### src/rtl/sram_slot_arbiter.sv
// sram_slot_arbiter: shares one asynchronous SRAM between the delay client (0)
// and the loop client (1) inside each audio sample slot. A slot opens on
// i_frame_start. Client 0 goes first, then client 1. Each grant is followed by a
// one-cycle bus-turnaround gap in which no write is driven.
// Optional feature: define SRAM_ARB_TIMEOUT_EN to add a per-grant watchdog.
// The watchdog forces a release after TIMEOUT cycles and sets the sticky
// o_timeout output.
module sram_slot_arbiter #(
    parameter int TIMEOUT = 24
) (
    input  logic        i_AUD_BCLK,
    input  logic        i_rst_n,
    input  logic        i_frame_start,
    input  logic        i_en0,
    input  logic        i_en1,
    input  logic        i_done0,
    input  logic        i_done1,
    input  logic [19:0] i_addr0,
    input  logic [19:0] i_addr1,
    input  logic        i_we_n0,
    input  logic        i_we_n1,
    input  logic [15:0] i_wdata0,
    input  logic [15:0] i_wdata1,
    output logic        o_gnt0,
    output logic        o_gnt1,
    output logic [19:0] o_sram_addr,
    output logic        o_sram_we_n,
    output logic [15:0] o_sram_wdata,
    output logic        o_sram_dq_oe,
    output logic        o_busy,
    output logic        o_overrun,
    output logic [7:0]  o_overrun_cnt
`ifdef SRAM_ARB_TIMEOUT_EN
    ,
    output logic        o_timeout
`endif
);

    typedef enum logic [2:0] {
        IDLE,
        GNT0,
        GAP0,
        GNT1,
        GAP1
    } state_t;

    state_t state;
    state_t state_next;
    logic   timeout_hit;
    logic   frame_overrun;

    // TIMEOUT must fit the 8-bit grant counter and leave at least one full grant cycle
    if (TIMEOUT < 2 || TIMEOUT > 255) begin : g_bad_timeout
        $error("sram_slot_arbiter: TIMEOUT must be in 2..255");
    end

    assign frame_overrun = i_frame_start && (state != IDLE);

`ifdef SRAM_ARB_TIMEOUT_EN
    logic [7:0] grant_cnt;
    logic       grant_active;
    logic       done_cur;

    assign grant_active = (state == GNT0) || (state == GNT1);
    assign done_cur     = (state == GNT0) ? i_done0 : i_done1;
    assign timeout_hit  = grant_active && (grant_cnt == 8'(TIMEOUT - 1));

    // Count cycles spent in the current grant; every grant is entered from a non-grant state, so it starts at zero
    always_ff @(posedge i_AUD_BCLK or negedge i_rst_n) begin
        if (!i_rst_n) begin
            grant_cnt <= 8'd0;
            o_timeout <= 1'b0;
        end else begin
            grant_cnt <= grant_active ? grant_cnt + 8'd1 : 8'd0;
            if (timeout_hit && !done_cur) begin
                o_timeout <= 1'b1;
            end
        end
    end
`else
    assign timeout_hit = 1'b0;
`endif

    // Slot sequencer state register
    always_ff @(posedge i_AUD_BCLK or negedge i_rst_n) begin
        if (!i_rst_n) begin
            state <= IDLE;
        end else begin
            state <= state_next;
        end
    end

    // Next-state decisions use the enables as they are when each decision is made
    always_comb begin
        state_next = state;
        case (state)
            IDLE: begin
                if (i_frame_start) begin
                    if (i_en0) begin
                        state_next = GNT0;
                    end else if (i_en1) begin
                        state_next = GNT1;
                    end
                end
            end
            GNT0: if (i_done0 || timeout_hit) state_next = GAP0;
            GAP0: state_next = i_en1 ? GNT1 : IDLE;
            GNT1: if (i_done1 || timeout_hit) state_next = GAP1;
            GAP1: state_next = IDLE;
            default: state_next = IDLE;
        endcase
    end

    // The SRAM bus follows the granted client; outside a grant it is parked with no write and DQ released
    always_comb begin
        o_sram_addr  = 20'd0;
        o_sram_we_n  = 1'b1;
        o_sram_wdata = 16'd0;
        o_sram_dq_oe = 1'b0;
        case (state)
            GNT0: begin
                o_sram_addr  = i_addr0;
                o_sram_we_n  = i_we_n0;
                o_sram_wdata = i_wdata0;
                o_sram_dq_oe = ~i_we_n0;
            end
            GNT1: begin
                o_sram_addr  = i_addr1;
                o_sram_we_n  = i_we_n1;
                o_sram_wdata = i_wdata1;
                o_sram_dq_oe = ~i_we_n1;
            end
            default: begin
                o_sram_addr  = 20'd0;
                o_sram_we_n  = 1'b1;
                o_sram_wdata = 16'd0;
                o_sram_dq_oe = 1'b0;
            end
        endcase
    end

    assign o_gnt0 = (state == GNT0);
    assign o_gnt1 = (state == GNT1);
    assign o_busy = (state != IDLE);

    // Flag frame starts that arrive before the previous slot finished; the counter saturates instead of wrapping
    always_ff @(posedge i_AUD_BCLK or negedge i_rst_n) begin
        if (!i_rst_n) begin
            o_overrun     <= 1'b0;
            o_overrun_cnt <= 8'd0;
        end else begin
            o_overrun <= frame_overrun;
            if (frame_overrun && (o_overrun_cnt != 8'hFF)) begin
                o_overrun_cnt <= o_overrun_cnt + 8'd1;
            end
        end
    end

endmodule
### config.mk
export PLATFORM = sky130hd
export DESIGN_NAME = sram_slot_arbiter
export DESIGN_NICKNAME = d
export VERILOG_FILES = /design/src/rtl/sram_slot_arbiter.sv
export SDC_FILE = /design/constraint.sdc
export NUM_CORES = 1
export LEC_CHECK = 0
export ABC_AREA = 1
export CORE_AREA = 2 2 51 53
export DETAILED_ROUTE_END_ITERATION = 12
export DIE_AREA = 0 0 53 55
export DONT_BUFFER_PORTS = 1
export PLACE_DENSITY = 0.74
export SLEW_MARGIN = 20
export SYNTH_ARGS = -nofsm -noshare
export SYNTH_HDL_FRONTEND = slang
export SYNTH_SLANG_ARGS = --single-unit
### constraint.sdc
create_clock -name i_AUD_BCLK -period 3.8 [get_ports i_AUD_BCLK]
set_input_delay 0.19 -clock i_AUD_BCLK [delete_from_list [all_inputs] [get_ports i_AUD_BCLK]]
set_output_delay 0.19 -clock i_AUD_BCLK [all_outputs]
set_load 0.005 [all_outputs]
-- After elaboration in Yosys (flattened, before gate mapping)
Cells that the tools add are included.
- equality and inequality tests: 8
- add/sub/neg operators: 1
- reductions and logical operators: 5
- multipliers: 0
- order comparisons: 0
- bitwise operators: 2
- div/mod/pow operators: 0
- shift operators: 0
- mux-type cells: 11
- operators by type and width (cell ; count):
    $pmux 20 s2 ; 1
    $pmux 16 s2 ; 1
    $mux 3 ; 5
    $pmux 3 s4 ; 1
    $add 8x1->8 const B ; 1
    $ne 8x8->1 const B ; 1
    $eq 3x2->1 const B ; 2
    $ne 2x2->1 const B ; 3
    $pmux 1 s2 ; 2
    $reduce_and 4->1 ; 1
    $eq 3x1->1 const B ; 1
    $logic_not 3->1 ; 1
    $ne 3x3->1 const B ; 1
    $reduce_bool 3->1 ; 1
    $logic_and 1x1->1 ; 2
    $mux 2 ; 1
    $not 1->1 ; 2
- bits in writable memories: 0
- input bits: 81
- bits in latches: 0
- memories kept: 0
- register bits after elaboration: 12
- bits in read-only memories: 0

-- Logic depth before layout (Yosys ltp)
- depth after elaboration: 4
- depth in mapped cells: 7
- gate-level depth less buffers: 7

-- Worst setup path before layout
No wires, ideal clock.
- path type: register to register
- start: register o_overrun_cnt[0]
- end: register o_overrun_cnt[5]
- period minus slack after synthesis: 1288 ps
- stages on the path, launching flop included: 7
- arrival: 1223 ps
- slack: 2512 ps
- cell sequence: dfrtp_1 ha_1 nand3_2 clkinv_1 a21oi_2 nand2_1 nand2_1
- cells in the longest elaborated chain, start to end: 2
- ends and longest elaborated chain (item ; RTL line ; source):
    start: declaration ; 32 ; output logic [7:0] o_overrun_cnt
    start signal: assignment ; 154 ; o_overrun_cnt <= o_overrun_cnt + 8'd1;
    parallel branches: the longest is 2 deep, another holds $add 8x1->8 ; n/a ;
Parallel ways; which one is timed is not known.
A chain may end at the register's enable or synchronous reset.

-- Worst setup path after layout
- start: register state[2]
- end: output port o_sram_wdata[8]
- cells in the longest elaborated chain, start to end: 2
- ends and longest elaborated chain (item ; RTL line ; source):
    start: declaration ; 47 ; state_t state;
    start signal: assignment ; 89 ; state <= state_next;
    $eq 3x2->1 ; n/a ;
    named net o_gnt1 ; 25 ; output logic o_gnt1,
    $pmux 16 s2 ; 120 ; case (state)
    end: declaration ; 28 ; output logic [15:0] o_sram_wdata,
The timed path passes the listed nets, and every way through them passes these cells.

==> results.cfg <==
[outcome]
status = complete, no violations

[worst_setup_path]
r2r_start = o_overrun_cnt[0]
required_ns = 3.61
slowest_stage = inv_2
reg2reg_depth = 6
cp_max_fo = 37
critPathKind = reg -> out
startpoint = state[2]
critPathLaunchType = flip-flop
critPathBufInv = 2
worst_setup_path_end_kind = output port
endpoint = o_sram_wdata[8]
critical_path_cell_count = 4
r2r_end = o_overrun_cnt[1]
r2r_slack_ns = 2.30
crit_chain = inv_1 -> nand3_2 -> inv_2 -> a22o_1
path_delay_family = buffers and inverters
timing.critical_path.slowest_cell_delay_ns = 0.45
arrival_ns = 1.64

[detailed_routing]
num_vias = 1074
drt-vias-per-instance = 6.355
drt-wirelength-per-cell_um = 21.32
dr.pass1.iters = 4
drcViolationCount = 0
routed_wl_mm = 3.603
drtAntennaViolNets = 0
drtIter0Drc = 23

[floorplan]
io_pins = 131
initial_utilization_pct = 47.14
die_area_um2 = 2915
die_x_um = 53
num_rows = 18
design.core.area_um2 = 2365
die_y_um = 55

[timing]
setup_tns_ns = 0
max_freq_mhz = 546.3
hold_viol_final = 0
finalCritPeriodShare_pct = 48.17
drv_slew = 0
setup_viol = 0
hold-worst-slack_ns = 0.07338
rsz0062_at_grt = no
worst_slew_pin_slew_ns = 0.5666
min_period_ns = 1.830
slew_headroom_pct = 62.17
skew_ns = 0.007973

[logic_synthesis]
yosys.area.top_type = a22o_1
synth-warning-count = 0
synth.distinct_cells = 22
synthCells = 141
syn_area_um2 = 1115
ys_seq_elements = 12
ys_seq_area_share_pct = 26.94
syn_nets = 223
synthTopCellsByArea = a22o_1 28%, dfrtp_1 27%, nand2_1 13%
synth_top_area_share_pct = 28.28
syn_avg_cell_area_um2 = 7.907

[worst_hold_path]
hp-class = in -> reg

[clocking]
cts.sinks = 12
clockBufferDepth = 2
clockRootBuffer = clkbuf_4
clock_latency_ns = 0.28
cts_made_buffers = 3
cts_resized = 0
clkTransAtPathRegs_ns = 0.07
h-tree-depth = 1
cts_tree = built

[global_route]
gr-total-overflow = 0
grt_max_degree = 38
grt_pass1_wl_mm = 4.416
grt_pass1_vias = 889
track_usage_pct = 21.84
antenna_found_initial = 0

[placement]
routabilityCongestion = 0.8673
portBuffers = 0
hpwl_mm = 2.962

[cells_and_area]
layout-drive-gt1-share_pct = 12.95
syn2layout_area_growth_pct = 0.2243
finish.utilization_pct = 47.25
layout.nets = 223
antenna_cells_inserted = 0
final.fill_count = 238

[pwr]
total_power_mw = 0.8804
p_per_area_nw_per_um2 = 787.9
p_leak_nw = 0.5488
ir_drop_mv = 0.4805

[run]
cap_violations = 0
-- worst reg2reg max path, stage by stage (launching register included) --
cell      delay, ns
dfrtp_1        0.45
ha_1           0.26
nand3_2        0.12
clkinv_1       0.12
a21oi_2        0.32
nand2_1        0.10
nand2_1        0.07
-- metal layers --
metal  part of all wire, %  up-vias  GRT usage, %
met3                    13        4         9.409
li1                      -      492             -
met4                   1.1        0         7.692
met2                    49       63         35.83
met1                    37      515         25.63
met5                     0        -             0
-- placed cells by master (no fill, tap or decap), types with 2 or more instances in the layout --
| master | synthesis | routed |
|---|---|---|
| inv_1 | 10 | 10 |
| clkbuf_4 | 0 | 3 |
| o21ai_0 | 4 | 4 |
| inv_2 | 3 | 3 |
| xnor2_1 | 3 | 3 |
| nand2_2 | 2 | 2 |
| nand3b_1 | 2 | 2 |
| dfrtp_1 | 12 | 12 |
| nand3_2 | 3 | 3 |
| nand2_1 | 38 | 38 |
| nor2_1 | 8 | 8 |
| nand2_4 | 2 | 2 |
| a22o_1 | 36 | 36 |
| nand3_1 | 4 | 4 |
-- metrics by stage --
| stage | instances | instance area [µm²] | setup WS (ns) |
|---|---|---|---|
| 2_1_floorplan | 141 | 1115 | 2.512 |
| 3_3_place_gp | 165 | 1085 | 2.311 |
| 3_5_place_dp | 165 | 1085 | 2.259 |
| 4_1_cts | 169 | 1117 | 1.949 |
| 5_1_grt | 169 | 1117 | 1.864 |
| 6_report | 169 | 1117 | 1.970 |
-- state kept, by name, indices dropped and copies added (netlist names) --
register,flops
o_overrun_cnt,8
o_overrun,1
state,3
-- power by group --
part | switching [mW] | internal [mW]
registers | 0.0558 | 0.169
logic | 0.362 | 0.215
clock network | 0.0423 | 0.0368
total | 0.460 | 0.420
-- Yosys cell counts (all sizes together) --
cell    number
dfrtp       12
clkinv       1
nand2       42
buf          6
xnor2        3
inv         14
o22ai        1
nand3        7
o21ai        5
a22o        36
a21oi        1
ha           1
nand3b       2
nor2        10
-- timing repair --
item	in CTS	in global routing
hold buffers	1	0
endpoints found under the hold margin	12	0
setup buffers	0	0
-- worst min path at each step --
| stage | to | cells past startpoint | slack [ns] | startpoint |
|---|---|---|---|---|
| detailed placement | o_overrun_cnt[0] | 0 | -0.11 | i_rst_n |
| finish | o_overrun | 2 | 0.07 | i_frame_start |
| global placement | o_overrun_cnt[0] | 0 | -0.11 | i_rst_n |
| global route | o_overrun | 2 | 0.09 | i_frame_start |
| floorplan | o_overrun | 0 | -0.11 | i_rst_n |
| CTS | o_overrun | 2 | 0.07 | i_frame_start |
-- area by class of cell --
class / count / area [µm²] / share of cell area [%]
Tap cell: 30 / 37.54 / 3.359
Timing Repair Buffer: 1 / 10.01 / 0.8959
Sequential cell: 12 / 300.3 / 26.88
Inverter: 15 / 58.81 / 5.263
Multi-Input combinational cell: 108 / 688.2 / 61.59
Clock buffer: 3 / 22.52 / 2.016
-- kinds of logic after synthesis --
group           Yosys count  share of synthesized area [%]
compound gates           43                          32.21
xor+xnor                  3                          2.357
fa+ha+maj                 1                          1.122
buf+inv                  21                          11.34
flops                    12                          26.94
simple gates             61                          26.04
No activity file was read; power rests on OpenSTA's default activity.
